$ cat config.mk
export PLATFORM = sky130hd
export DESIGN_NAME = register_read_serializer_flat
export DESIGN_NICKNAME = d
export VERILOG_FILES = /design/src/rtl/register_read_serializer_if.sv /design/src/rtl/register_read_serializer.sv /design/src/flat_wrapper.sv
export SDC_FILE = /design/constraint.sdc
export NUM_CORES = 1
export LEC_CHECK = 0
export BUFFER_PORTS_ARGS = -buffer_cell sky130_fd_sc_hd__clkbuf_2
export CAP_MARGIN = 20
export CORE_ASPECT_RATIO = 0.5
export CORE_MARGIN = 8
export CORE_UTILIZATION = 47
export CTS_CLUSTER_DIAMETER = 60
export DETAILED_ROUTE_END_ITERATION = 12
export HOLD_SLACK_MARGIN = 0.06
export PLACE_DENSITY = 0.7
export SYNTH_ARGS = -nofsm -noshare
export SYNTH_HDL_FRONTEND = slang
export SYNTH_SLANG_ARGS = --single-unit
$ cat constraint.sdc
create_clock -name clock -period 2.4 [get_ports clock]
set_clock_uncertainty 0.05 [all_clocks]
set_input_delay 0.12 -clock clock [delete_from_list [all_inputs] [get_ports clock]]
set_output_delay 0.12 -clock clock [all_outputs]
set_load 0.1 [all_outputs]
$ cat src/rtl/register_read_serializer_if.sv
// rtl/register_read_serializer_if.sv - load and serial-bit handshake bundle for the read serializer
interface register_read_serializer_if #(
  parameter int WIDTH = 32
);
  logic             load_valid;
  logic             load_ready;
  logic [WIDTH-1:0] load_data;
  logic             bit_out;
  logic             bit_valid;
  logic             bit_ready;
  logic             first_bit;
  logic             done;

  modport slave (
    input  load_valid, load_data, bit_ready,
    output load_ready, bit_out, bit_valid, first_bit, done
  );

  modport master (
    output load_valid, load_data, bit_ready,
    input  load_ready, bit_out, bit_valid, first_bit, done
  );
endinterface

$ cat src/rtl/register_read_serializer.sv
// rtl/register_read_serializer.sv - streams a captured register word out one bit per accepted beat
module register_read_serializer #(
  parameter int WIDTH     = 32,
  parameter int MSB_FIRST = 1
) (
  input  logic                     clock,
  input  logic                     clear_n,
  register_read_serializer_if.slave bus
);

  localparam int CW = $clog2(WIDTH + 1);
  localparam logic [CW-1:0] COUNT_FULL = CW'(WIDTH);
  localparam logic [CW-1:0] COUNT_ONE  = CW'(1);

  typedef enum logic [1:0] {
    IDLE  = 2'd0,
    SHIFT = 2'd1,
    DONE  = 2'd2
  } state_t;

  state_t           state_q, state_d;
  logic [WIDTH-1:0] sreg_q, sreg_d;
  logic [CW-1:0]    count_q, count_d;

  always_ff @(posedge clock or negedge clear_n) begin
    if (!clear_n) begin
      state_q <= IDLE;
      sreg_q  <= '0;
      count_q <= '0;
    end else begin
      state_q <= state_d;
      sreg_q  <= sreg_d;
      count_q <= count_d;
    end
  end

  // Shifting toward the output end with zero fill leaves sreg all-zero once the frame ends.
  always_comb begin
    state_d = state_q;
    sreg_d  = sreg_q;
    count_d = count_q;
    unique case (state_q)
      IDLE: begin
        if (bus.load_valid) begin
          sreg_d  = bus.load_data;
          count_d = COUNT_FULL;
          state_d = SHIFT;
        end
      end
      SHIFT: begin
        if (bus.bit_ready) begin
          sreg_d  = (MSB_FIRST != 0) ? {sreg_q[WIDTH-2:0], 1'b0}
                                     : {1'b0, sreg_q[WIDTH-1:1]};
          count_d = count_q - COUNT_ONE;
          if (count_q == COUNT_ONE) begin
            state_d = DONE;
          end
        end
      end
      DONE:    state_d = IDLE;
      default: state_d = IDLE;
    endcase
  end

  always_comb begin
    bus.load_ready = (state_q == IDLE);
    bus.bit_valid  = (state_q == SHIFT);
    bus.done       = (state_q == DONE);
    bus.first_bit  = (state_q == SHIFT) && (count_q == COUNT_FULL);
    bus.bit_out    = (MSB_FIRST != 0) ? sreg_q[WIDTH-1] : sreg_q[0];
  end

endmodule

$ cat src/flat_wrapper.sv
// flat-port wrapper written by rule: the top's interface ports become plain ports
module register_read_serializer_flat 
#(
  parameter int WIDTH     = 32,
  parameter int MSB_FIRST = 1
)
  (clock, clear_n, bus_load_valid, bus_load_data, bus_bit_ready, bus_load_ready, bus_bit_out, bus_bit_valid, bus_first_bit, bus_done);
  register_read_serializer_if #(.WIDTH(WIDTH)) bus_i ();
  input  logic clock;
  input  logic clear_n;
  input wire logic [$bits(bus_i.load_valid)-1:0] bus_load_valid;
  input wire logic [$bits(bus_i.load_data)-1:0] bus_load_data;
  input wire logic [$bits(bus_i.bit_ready)-1:0] bus_bit_ready;
  output wire logic [$bits(bus_i.load_ready)-1:0] bus_load_ready;
  output wire logic [$bits(bus_i.bit_out)-1:0] bus_bit_out;
  output wire logic [$bits(bus_i.bit_valid)-1:0] bus_bit_valid;
  output wire logic [$bits(bus_i.first_bit)-1:0] bus_first_bit;
  output wire logic [$bits(bus_i.done)-1:0] bus_done;
  assign bus_i.load_valid = bus_load_valid;
  assign bus_i.load_data = bus_load_data;
  assign bus_i.bit_ready = bus_bit_ready;
  assign bus_load_ready = bus_i.load_ready;
  assign bus_bit_out = bus_i.bit_out;
  assign bus_bit_valid = bus_i.bit_valid;
  assign bus_first_bit = bus_i.first_bit;
  assign bus_done = bus_i.done;
  register_read_serializer #(.WIDTH(WIDTH), .MSB_FIRST(MSB_FIRST)) u_core (.clock(clock), .clear_n(clear_n), .bus(bus_i));
endmodule
==> results summary, run 1 <==
The worst reg-to-reg path cell count is 6. The setup TNS is 0 ns. The die covers 6730 µm².

The largest individual stage delay along the critical path comes from the cell sky130_fd_sc_hd__clkbuf_2. The fraction of final layout cells sized beyond drive strength 1 is 26.7%. The worst flop-to-flop path endpoint is u_core.sreg_q[19]. The measured slew at the worst slew-check pin came out at 0.549 ns. The worst hold path terminates at u_core.sreg_q[29]. The cell at the root of the clock tree is sky130_fd_sc_hd__clkbuf_8. The synthesized instance count came out at 188. Timing would allow up to 503 MHz.

The initial antenna violation count is 0. The count of buffers inserted at the top-level ports is 40. The number of ports placed on the die boundary came out at 41. The routed wire length came out at 4480 µm. The width of the chip is 108 µm. The die is 62.2 µm tall. The worst path buffer plus inverter count is 1. Synthesis inferred 40 register bits. The run finished with clean final reports. The longest individual stage delay on the worst path came out at 0.48 ns. The post-synthesis cell area is 2000 µm². The worst hold path startpoint is bus_load_data[29]. The clock latency at the later pin of the worst-skew pair is 0.29 ns. The number of design-rule violations left by the first detailed-router iteration is 66. The number of flops mapped to enable cells by yosys came out at 0. The filler cells instantiated in the layout total 364. For this design the static power due to leakage is 1.24 nW. The level count of the clock H-tree came out at 2. The worst-case clock buffer depth is 2. The final routed wire length divided by cell count is 15.7 µm.

The first-pass detailed-route iteration total is 4. The number of global-route vias before repair is 1585. The maximum vdd ir drop is 0.442 mV.

Setup violations remaining at the end of the flow were counted as 0. The power density relative to cell area came out at 1190 nW/µm². After floorplanning, the core was divided into 16 placement rows. Along the worst hold path, the cell count comes to 3.

The count of endpoints failing hold in the final timing report came out at 0. The portion of the clock cycle consumed by the worst path in the final layout came out at 82.8%. The number of distinct standard cells referenced by the synthesized netlist came out at 34. The share of Yosys cell area claimed by the top area cell type came out at 50.0%. In the synthesized netlist the dominant register cell turns out to be sky130_fd_sc_hd__dfrtp_1. The placeable core area is 4000 µm². The initial standard-cell utilization of the core came out at 50.0%. The post-synthesis cell type with the largest combined area is sky130_fd_sc_hd__dfrtp_1.

In this run, post-CTS repair resized a total of 0 instances. For this run, the number of Yosys warnings is 0. CTS saw 40 sinks. TritonCTS built the clock tree. The number of pins with negative max-slew slack in the final report is 0. The type of the most critical hold path is primary input to register. Counting the buffers created by CTS gives 5. The arrival time at the worst endpoint came out at 1.82 ns. The post-detailed-route count of antenna-violating nets came out at 0.

The sort of element at the start of the critical path is a register. The final critical path time including I/O delays and setup is 1.99 ns. The hold buffer count at CTS came out at 3. The signed area change from the synthesized netlist to the final layout came out at 21.3%. The max-cap violation count is 0. The final net count is 269. The vias after detailed routing came out at 1599. After routing the design area is 2430 µm². After clock tree synthesis, the clock-pin slew on the worst setup and hold paths is 0.08 ns. In this run the worst path has a maximum fanout of 5. Walking the worst path, the cells encountered are or3_1 > nor3_2 > clkbuf_2.

Sorting the synthesized cells by area gives the leading types as sky130_fd_sc_hd__dfrtp_1 (50%), sky130_fd_sc_hd__mux2i_1 (16%), sky130_fd_sc_hd__o21ai_0 (8.3%), sky130_fd_sc_hd__nand3_1 (7.8%), sky130_fd_sc_hd__buf_6 (1.7%). The required time of the critical path came out at 2.23 ns. The antenna cell count came out at 0. The placed standard-cell area came out at 2240 µm². Summed over all nets, the half-perimeter wirelength after detailed placement is 3080 µm. The proportion of register bits with asynchronous set or reset after synthesis came out at 100%. The share of the Yosys chip area taken by registers is 50.0%. The worst setup path is captured at an output pin. The global placer's final weighted congestion came out at 0.922. The total global routing overflow is 0.

Broken down by cell family, the worst path's largest delay share belongs to simple AND/OR/NAND/NOR gates. The synthesized net count is 226. The total global routing track utilization came out at 13.5%.

In this run the critical register-to-register path is launched from u_core.state_q[1]. The setup slack of the worst register-to-register path is 0.53 ns. Using the TritonRoute via totals, the vias-per-cell ratio works out to 5.59.

Setup repair after global routing left no endpoint under its margin. The synthesized area divided by synthesized cell count is 10.6 µm². The critical path is of the register to output pin type. The remaining routing DRC violations came out at 0. The first-pass GRT wire length came out at 7420 µm. The maximum number of pins on one net before global-route repair came out at 41.

The post-CTS setup-driven buffer insertion count came out at 0. The worst slew margin relative to its limit came out at 63.5%.
-- per-stage QoR --
stage	util (%)	setup slack, ns	total power [W]	hold WS (ns)	std cells
finish	60.6	0.413	0.00288	0.0629	286
CTS	59.8	0.346	0.00288	0.0623	284
floorplan	-	0.177	0.00202	-0.226	188
global placement	55.8	0.471	0.00222	0.273	273
detailed placement	55.8	0.364	0.00227	0.281	273
global route	60.6	0.329	0.00308	0.0640	286
-- worst max-delay path by stage --
stage,start,to,depth (start not counted)
6_report,u_core.count_q[2],bus_first_bit,3
5_1_grt,u_core.count_q[2],bus_first_bit,3
4_1_cts,u_core.state_q[1],u_core.sreg_q[1],4
3_5_place_dp,u_core.state_q[1],u_core.sreg_q[28],4
3_3_place_gp,u_core.state_q[0],u_core.sreg_q[22],4
2_1_floorplan,u_core.count_q[3],bus_first_bit,2
-- cells in the final DEF (no fill, tap or decap), drive strengths merged, types with 3 or more instances in the layout --
| cell type | netlist | layout |
|---|---|---|
| nor2 | 3 | 3 |
| nand3 | 31 | 31 |
| buf | 7 | 9 |
| dlygate4sd3 | 0 | 3 |
| inv | 4 | 4 |
| or3 | 3 | 3 |
| mux2i | 32 | 32 |
| a21oi | 3 | 3 |
| dfrtp | 40 | 40 |
| clkbuf | 8 | 46 |
| nand2 | 3 | 3 |
| o21ai | 34 | 34 |
-- metal layers --
| metal | share of wire [%] | global-route usage, % |
|---|---|---|
| met1 | 43 | 16.8 |
| met2 | 49 | 21.3 |
| met3 | 6.4 | 4.42 |
| met4 | 1.3 | 4.91 |
| met5 | 0 | 0 |
-- registers in the layout (all words and copies together), names as in the netlist --
| signal | count |
|---|---|
| u_core.state_q | 2 |
| u_core.sreg_q | 32 |
| u_core.count_q | 6 |
-- report_power, final --
group          switching [W]  internal [W]  total (W)
clock               0.000231      0.000367   0.000598
combinational       0.000703      0.000462    0.00116
sequential          0.000177      0.000940    0.00112
-- worst reg2reg max path, delay by kind of cell, from the launching register on --
family | cells | cell delay [ns]
AND/OR/NAND/NOR | 1 | 0.20
AO/OA/AOI/OAI | 1 | 0.10
flip-flops | 1 | 0.46
buffers and inverters | 3 | 0.71
multiplexers | 1 | 0.24
-- cell usage after synthesis (2+ instances only) --
cell                       number
sky130_fd_sc_hd__dfrtp_1       40
sky130_fd_sc_hd__o21ai_0       33
sky130_fd_sc_hd__mux2i_1       32
sky130_fd_sc_hd__nand3_1       31
sky130_fd_sc_hd__clkbuf_1       4
sky130_fd_sc_hd__clkbuf_2       4
sky130_fd_sc_hd__buf_6          3
sky130_fd_sc_hd__inv_1          3
sky130_fd_sc_hd__nand2_1        3
sky130_fd_sc_hd__nor2_1         3
sky130_fd_sc_hd__or3_1          3
sky130_fd_sc_hd__a21oi_1        2
sky130_fd_sc_hd__buf_1          2
sky130_fd_sc_hd__ha_1           2
sky130_fd_sc_hd__mux2_2         2
sky130_fd_sc_hd__nor3_1         2
sky130_fd_sc_hd__or4_1          2
-- cell families after synthesis --
group,synth area share [%]
flops,50.0
buf+inv,5.69
compound gates,11.9
mux,17.1
fa+ha+maj,1.25
simple gates,14.0
-- final cells by class --
cell class	count	area [µm²]	share of cell area [%]
Multi-Input combinational cell	129	892	36.8
Tap cell	54	67.6	2.78
Inverter	4	15.0	0.619
Timing Repair Buffer	51	325	13.4
Clock buffer	7	96.3	3.97
Clock inverter	1	30.0	1.24
Sequential cell	40	1000	41.2
No activity file was read; power rests on OpenSTA's default activity.
==> run 2, diff against run 1 <==
Settings changed: PLACE_DENSITY 0.7 to 0.73.
Clock period 2.4 ns to 1.7 ns, I/O delays scaled along.
==> run 2 against run 1 <==
  * Total power grew 47%
  * Combinational power grew 77%
  * Global-route usage grew 1.4 points
  * Critical endpoint unchanged
  * Cell count grew 14%
  * Clock-buffer cell count shrank 2
  * Register-to-register slack lost 0.49 ns
  * Utilization grew 10 points
  * Sequential share of layout area shrank 5.9 points
  * Largest cell class unchanged
  * Critical path type unchanged
  * Worst hold slack gained 0.0065 ns
  * Via count grew 11%
==> results summary, run 2 (synthesis results as in run 1) <==
The die area came out at 6730 µm² (unchanged). The vertical die dimension came out at 62.2 µm (unchanged). The CTS clock-pin slew for the worst setup and hold paths is 0.08 ns (about the same). The arrival time at the worst endpoint came to 1.55 ns (-0.27 ns). The number of placed cells counting well taps is 283 (+3.7%). The final worst-path setup slack is 0.0160 ns (-0.397 ns).

The flip-flop count of the largest register, all copies and words added came out at 32 (unchanged). The total CTS buffers is 5 (unchanged). The routed design could run at a clock period as short as 1.68 ns. The number of fill cells in the layout came out at 276 (-24%). STA classifies the critical path startpoint as a register. The width of the chip is 108 µm (unchanged). The number of pins with negative max-slew slack in the final report came to 0 (unchanged). Counting flops per register, the top entry is u_core.sreg_q. The power density relative to cell area is 1490 nW/µm² (+26%).

The type of the most critical hold path is primary input to register. The global placer's final weighted congestion came out at 0.784 (-15%). The total global routing overflow is 0 (unchanged). The number of ports placed on the die boundary is 41 (unchanged). TritonCTS built the clock tree. The portion of the clock cycle consumed by the worst path in the final layout is 99.1%. Relative to the synthesized area, the layout overhead comes to 41.7%. The post-detailed-route count of antenna-violating nets is 0 (unchanged).

Leaving out fill and tap cells, the most frequent cells in the layout are sky130_fd_sc_hd__dfrtp_1 (40), sky130_fd_sc_hd__clkbuf_2 (38), sky130_fd_sc_hd__o21ai_0 (33). The longest individual stage delay on the worst path is 0.42 ns (-0.06 ns). The count of clock tree sinks was 40 (unchanged). The worst-case clock buffer depth was 2 (unchanged). Setup repair after global routing could not meet its margin everywhere.

CTS placed an instance of sky130_fd_sc_hd__clkbuf_8 at the clock tree root. The number of core rows came out at 16 (unchanged). The largest individual stage delay along the critical path comes from the cell sky130_fd_sc_hd__dfrtp_1. The placed wire-length estimate is 3200 µm (+3.8%). The initial antenna violation count came out at 0 (unchanged).

The cell leakage power is 1.42 nW (+14%). The critical path goes through or3_4 > nor3_4 > buf_12. The combinational share of power is 48.3% (+7.8 points). The fraction of final layout cells sized beyond drive strength 1 was 29.3% (+2.6 points).

The clock latency at the later pin of the worst-skew pair came out at 0.30 ns (about the same). The largest registers in the layout are u_core.sreg_q (32), u_core.count_q (6), u_core.state_q (2). The number of global-route vias before repair was 1731 (+9.2%). The largest fanout of any net on the critical path came out at 2 (-3).

The element type at the critical path end is an output pin. Based on the critical path, the design can be clocked at up to 594 MHz. The worst slew margin relative to its limit came out at 53.5% (-10 points). The total global routing track utilization came to 14.9% (+1.4 points). The cell-internal power was 0.00251 W (+42%). The worst-case hold slack came to 0.0693 ns (+0.00649 ns). The maximum number of pins on one net before global-route repair came out at 35 (-15%).

The count of endpoints failing hold in the final timing report is 0 (unchanged). The first-pass detailed-route iteration total came out at 4 (unchanged). The setup TNS came out at 0 ns (unchanged). The flow ran to the end, and the final reports show no timing, DRC or antenna violations. The maximum vdd ir drop is 0.958 mV (+120%). The antenna cell count is 0 (unchanged). The level count of the clock H-tree came out at 2 (unchanged). The routed wire length came out at 5370 µm (+20%). The final net count is 310 (+15%). The number of design-rule violations left by the first detailed-router iteration was 89 (+35%). The placeable core area came out at 4000 µm² (unchanged). The most common cell after layout, fill and taps aside is sky130_fd_sc_hd__dfrtp_1. The final number of setup-violating endpoints came out at 0 (unchanged). The class of the most critical setup path is register to output pin. The first-pass GRT wire length came out at 8180 µm (+10%). The final routed wire length divided by cell count came out at 16.4 µm (+4.8%). The measured slew at the worst slew-check pin came out at 0.697 ns (+0.148 ns). The vias after detailed routing is 1771 (+11%). The required time of the critical path came out at 1.56 ns (-0.67 ns).

The switching power is 0.00173 W (+56%). The count of buffers inserted at the top-level ports is 40 (unchanged). The count of non-filler cells in the finished layout is 327 (+14%). The max-cap violation count came to 0 (unchanged).

The remaining routing DRC violations is 0 (unchanged). The overall power of the completed layout came out at 0.00424 W (+47%). The part of the power in registers is 36.8% (-2.0 points). The share of total power consumed by net switching came out at 40.9% (+2.3 points). The portion of total power attributed to the clock network came out at 14.9% (-5.9 points). The average vias per placed instance was 5.42 (-3.1%). The worst slack after detailed placement is -0.178 ns (-0.542 ns).

The initial standard-cell utilization of the core came out at 50.0% (unchanged).
run 2: cell types whose count changed in the layout (fill, tap and decap cells not counted), sizes merged:
cell / delta
dlygate4sd3: +29
a21oi: +1
clkbuf: -3
clkinv: +3
buf: +12
bufinv: -1
run 2: worst paths after layout:
kind,start,endpoint,slack [ns],cells past startpoint
setup / recovery,u_core.count_q[2],bus_first_bit,0.02,3
hold / removal,bus_load_data[16],u_core.sreg_q[16],0.07,3
setup reg to reg,u_core.count_q[1],u_core.count_q[4],0.04,5
hold reg to reg,u_core.sreg_q[13],u_core.sreg_q[13],0.45,2
max in group asynchronous,clear_n,u_core.sreg_q[7],0.86,3
min in group asynchronous,clear_n,u_core.count_q[1],0.24,2
run 2: power groups by stage:
stage / clock network (W) / logic (W) / registers, W
after global routing: 0.000692 / 0.00222 / 0.00160
final: 0.000632 / 0.00205 / 0.00156
after global placement: 0 / 0.00174 / 0.00154
after floorplan: 0 / 0.00128 / 0.00159
after CTS: 0.000648 / 0.00191 / 0.00154
after detailed placement: 0 / 0.00180 / 0.00156
run 2: cell type report:
type                    count  area [µm²]  share of cell area, %
clock inverters             3        18.8                  0.662
well taps                  54        67.6                   2.38
clock buffers               5        68.8                   2.43
repair buffers             91         729                   25.7
inverters                   4        15.0                  0.529
multi-input cells         130         936                   33.0
flip-flops and latches     40        1000                   35.3
run 2: what timing repair did:
action | in CTS | in global routing
endpoints found under the hold margin | 49 | 0
setup endpoints to repair | 34 | 11
hold buffers | 32 | 0
pin swaps | 1 | 4
resized for setup | 4 | 7
buffers inserted | 1 | 2
cloned | 0 | 1
run 2: metrics by stage:
stage | utilization (%) | cell area, µm²
4_1_cts | 69.6 | 2790
5_1_grt | 70.8 | 2840
3_3_place_gp | 58.7 | 2350
3_5_place_dp | 58.7 | 2350
6_report | 70.8 | 2840
2_1_floorplan | - | 2020
run 2: worst max-delay path: cells and delay by family, from the launching register on:
kind	cells	cell delay (ns)
flops	1	0.42
simple gates	2	0.63
buf+inv	1	0.20
run 2: metal layers:
metal | up-vias | share of wire, % | global-route usage (%) | wire length, µm
met5 | - | 0 | 0 | 0
met4 | 0 | 1.1 | 4.06 | 59
met3 | 6 | 6.6 | 4.12 | 356
met1 | 859 | 42 | 18.4 | 2270
li1 | 850 | - | - | -
met2 | 56 | 50 | 24.8 | 2680
==> run 3, diff against run 2 <==
Settings changed: PLACE_DENSITY 0.73 to 0.7.
Clock period 1.7 ns to 1.8 ns, I/O delays scaled along.
==> run 3 against run 2 <==
  * Utilization decreased by 1.9 points
  * Sequential share of layout area increased by 1.0 points
  * Worst hold slack worse by 0.011 ns
  * Wire length shrank 12%
  * Cell count decreased by 3.7%
  * First-iteration DRC count down 70%
  * Non-clock buffer count down 11
  * Critical endpoint is now u_core.count_q[4]
  * Largest power group unchanged
==> results summary, run 3 (synthesis results as in run 1) <==
The signed area change from the synthesized netlist to the final layout came out at 37.9%. The number of global-route vias before repair was 1708 (-1.3%). The initial antenna violation count came out at 0 (unchanged). The overall power of the completed layout came to 0.00404 W (-4.7%).

The worst path buffer plus inverter count came out at 1 (unchanged). The wire length on met2 was 2280 µm (-15%). The worst register-to-register path begins at u_core.count_q[0]. The final net count came out at 298 (-3.9%). The end of the worst hold path is u_core.sreg_q[6]. The element type at the critical path end is a register.

The placed wire-length estimate came out at 3140 µm (-1.8%). The number of design-rule violations left by the first detailed-router iteration came out at 27 (-70%). The routed metal-1 wire length came out at 2210 µm (-2.9%).

The cell type of the slowest stage on the worst timing path is sky130_fd_sc_hd__dfrtp_2. The flip-flop count of the largest register, all copies and words added came out at 32 (unchanged). The total global routing track utilization is 14.3% (-0.55 points). The run finished with clean final reports.

The CTS clock-pin slew for the worst setup and hold paths came out at 0.08 ns (about the same). Static timing analysis puts the maximum clock frequency at 578 MHz. The worst slew margin relative to its limit is 54.2% (+0.72 points).

In the final layout, the registers with the most flip-flops are u_core.sreg_q (32), u_core.count_q (6), u_core.state_q (2). The cell family contributing the most delay on the critical path is simple AND/OR/NAND/NOR gates. Traced cell by cell, the critical path runs through inv_2 > ha_4 > or4b_4 > or3_4 > a21oi_2. The measured slew at the worst slew-check pin is 0.685 ns (-0.0124 ns). The clock latency at the later pin of the worst-skew pair is 0.30 ns (about the same). The sum of met3 wire segment lengths after detailed routing came to 208 µm (-42%).

The cell leakage power came to 1.37 nW (-3.5%). The first-pass GRT wire length came out at 7900 µm (-3.4%). The count of buffers inserted at the top-level ports came out at 40 (unchanged).

The required time of the critical path is 1.98 ns (+0.42 ns). The worst-case hold slack was 0.0579 ns (-0.0114 ns). The count of endpoints failing hold in the final timing report was 0 (unchanged).

The maximum vdd ir drop is 0.984 mV (+2.7%). The width of the chip is 108 µm (unchanged). The post-detailed-route count of antenna-violating nets came out at 0 (unchanged). The number of core rows came out at 16 (unchanged). The number of pins with negative max-slew slack in the final report came out at 0 (unchanged). The placeable core area is 4000 µm² (unchanged). The initial standard-cell utilization of the core came out at 50.0% (unchanged). The maximum number of pins on one net before global-route repair came out at 35 (unchanged). TritonCTS built the clock tree. The cell at the root of the clock tree is sky130_fd_sc_hd__clkbuf_8.

The worst reg-to-reg path cell count is 5 (unchanged). The most common cell after layout, fill and taps aside is sky130_fd_sc_hd__dfrtp_1. The vias after detailed routing came out at 1694 (-4.3%).

The worst hold path startpoint is bus_load_data[6]. The longest individual stage delay on the worst path is 0.46 ns (+0.04 ns). The total CTS buffers came out at 5 (unchanged). The final number of setup-violating endpoints is 0 (unchanged).

Setup repair after global routing left no endpoint under its margin. The total global routing overflow is 0 (unchanged). The library cells used most frequently in the layout, excluding fill and tap cells, are sky130_fd_sc_hd__dfrtp_1 (39), sky130_fd_sc_hd__clkbuf_2 (38), sky130_fd_sc_hd__o21ai_0 (33).

The depth of the worst hold-timing path came out at 3 (unchanged). The level count of the clock H-tree is 2 (unchanged). The average vias per placed instance came to 5.38 (-0.70%). The count of clock tree sinks came out at 40 (unchanged). The setup slack of the worst register-to-register path came out at 0.07 ns (+0.03 ns). The sort of element at the start of the critical path is a register. Counting flops per register, the top entry is u_core.sreg_q. The highest signal layer in the routed design is met4. The worst-case clock buffer depth was 2 (unchanged). The max-cap violation count came out at 0 (unchanged). The first-pass detailed-route iteration total came to 6 (+2).

The worst slack after detailed placement came out at -0.137 ns (+0.0417 ns). The final routed wire length divided by cell count came to 15.1 µm (-8.3%). The number of ports placed on the die boundary is 41 (unchanged).

The routed wire length is 4740 µm (-12%). The antenna cell count came out at 0 (unchanged). The remaining routing DRC violations came out at 0 (unchanged). The power density relative to cell area came out at 1460 nW/µm² (-2.1%). The type of the most critical hold path is primary input to register. The final worst-path setup slack is 0.0705 ns (+0.0545 ns). The global placer's final weighted congestion came out at 0.819 (+4.4%). The die area is 6730 µm² (unchanged).

The arrival time at the worst endpoint came to 1.91 ns (+0.36 ns). By startpoint and endpoint, the worst setup path is classified as register to register. The endpoint identified for the worst register-to-register timing path is u_core.count_q[4]. The largest fanout of any net on the critical path came out at 6 (+4). The fraction of final layout cells sized beyond drive strength 1 came out at 29.1% (-0.19 points). The worst path uses 96.1% of the clock period. The vertical die dimension is 62.2 µm (unchanged). The clock period could shrink to 1.73 ns.
-- run 3: what timing repair did --
item / 4_1_cts / 5_1_grt
hold buffers: 28 / 0
setup endpoints to repair: 31 / 2
buffers inserted: 0 / 1
hold endpoints to repair: 61 / 0
resized for setup: 1 / 9
-- run 3: worst max path at each step --
stage                     slack (ns)  cells after the start               from           endpoint
final                           0.07                      5  u_core.count_q[0]  u_core.count_q[4]
after global placement         -0.04                      4  u_core.state_q[1]  u_core.sreg_q[22]
after detailed placement       -0.14                      4  u_core.state_q[1]  u_core.sreg_q[27]
after CTS                     0.0008                      3  u_core.count_q[2]      bus_first_bit
after global routing           0.005                      5  u_core.state_q[0]  u_core.count_q[5]
after floorplan               -0.001                      2  u_core.count_q[3]      bus_first_bit
-- run 3: cell type report --
class	count	area [µm²]
flip-flops and latches	40	1000
fillers	306	1240
multi-input cells	129	941
well taps	54	67.6
clock buffers	6	82.6
inverters	4	15.0
clock inverters	2	38.8
repair buffers	80	613
-- run 3: worst min-delay path, delay by kind of cell --
kind / cells / cell delay (ns)
AO/OA/AOI/OAI: 1 / 0.14
buffers and inverters: 1 / 0.08
multiplexers: 1 / 0.05
-- run 3: per-layer routing --
layer	track usage, %	vias to the layer above
li1	-	826
met1	18.2	827
met2	22.9	36
met3	3.60	5
met4	5.25	0
met5	0	-
-- run 3: power by group --
part           internal, W  switching [W]  leakage [nW]
clock             0.000454       0.000338        0.0614
combinational     0.000756        0.00100         0.797
sequential         0.00126       0.000235         0.509
total              0.00247        0.00158          1.37
-- run 3: stage by stage --
step | TNS [ns] | cell area (µm²) | instances | utilization, %
after floorplan | -0.00149 | 2020 | 188 | -
after global placement | -0.524 | 2310 | 278 | 57.8
after detailed placement | -2.39 | 2310 | 278 | 57.8
after CTS | 0 | 2720 | 314 | 68.0
after global routing | 0 | 2760 | 315 | 68.9
final | 0 | 2760 | 315 | 68.9
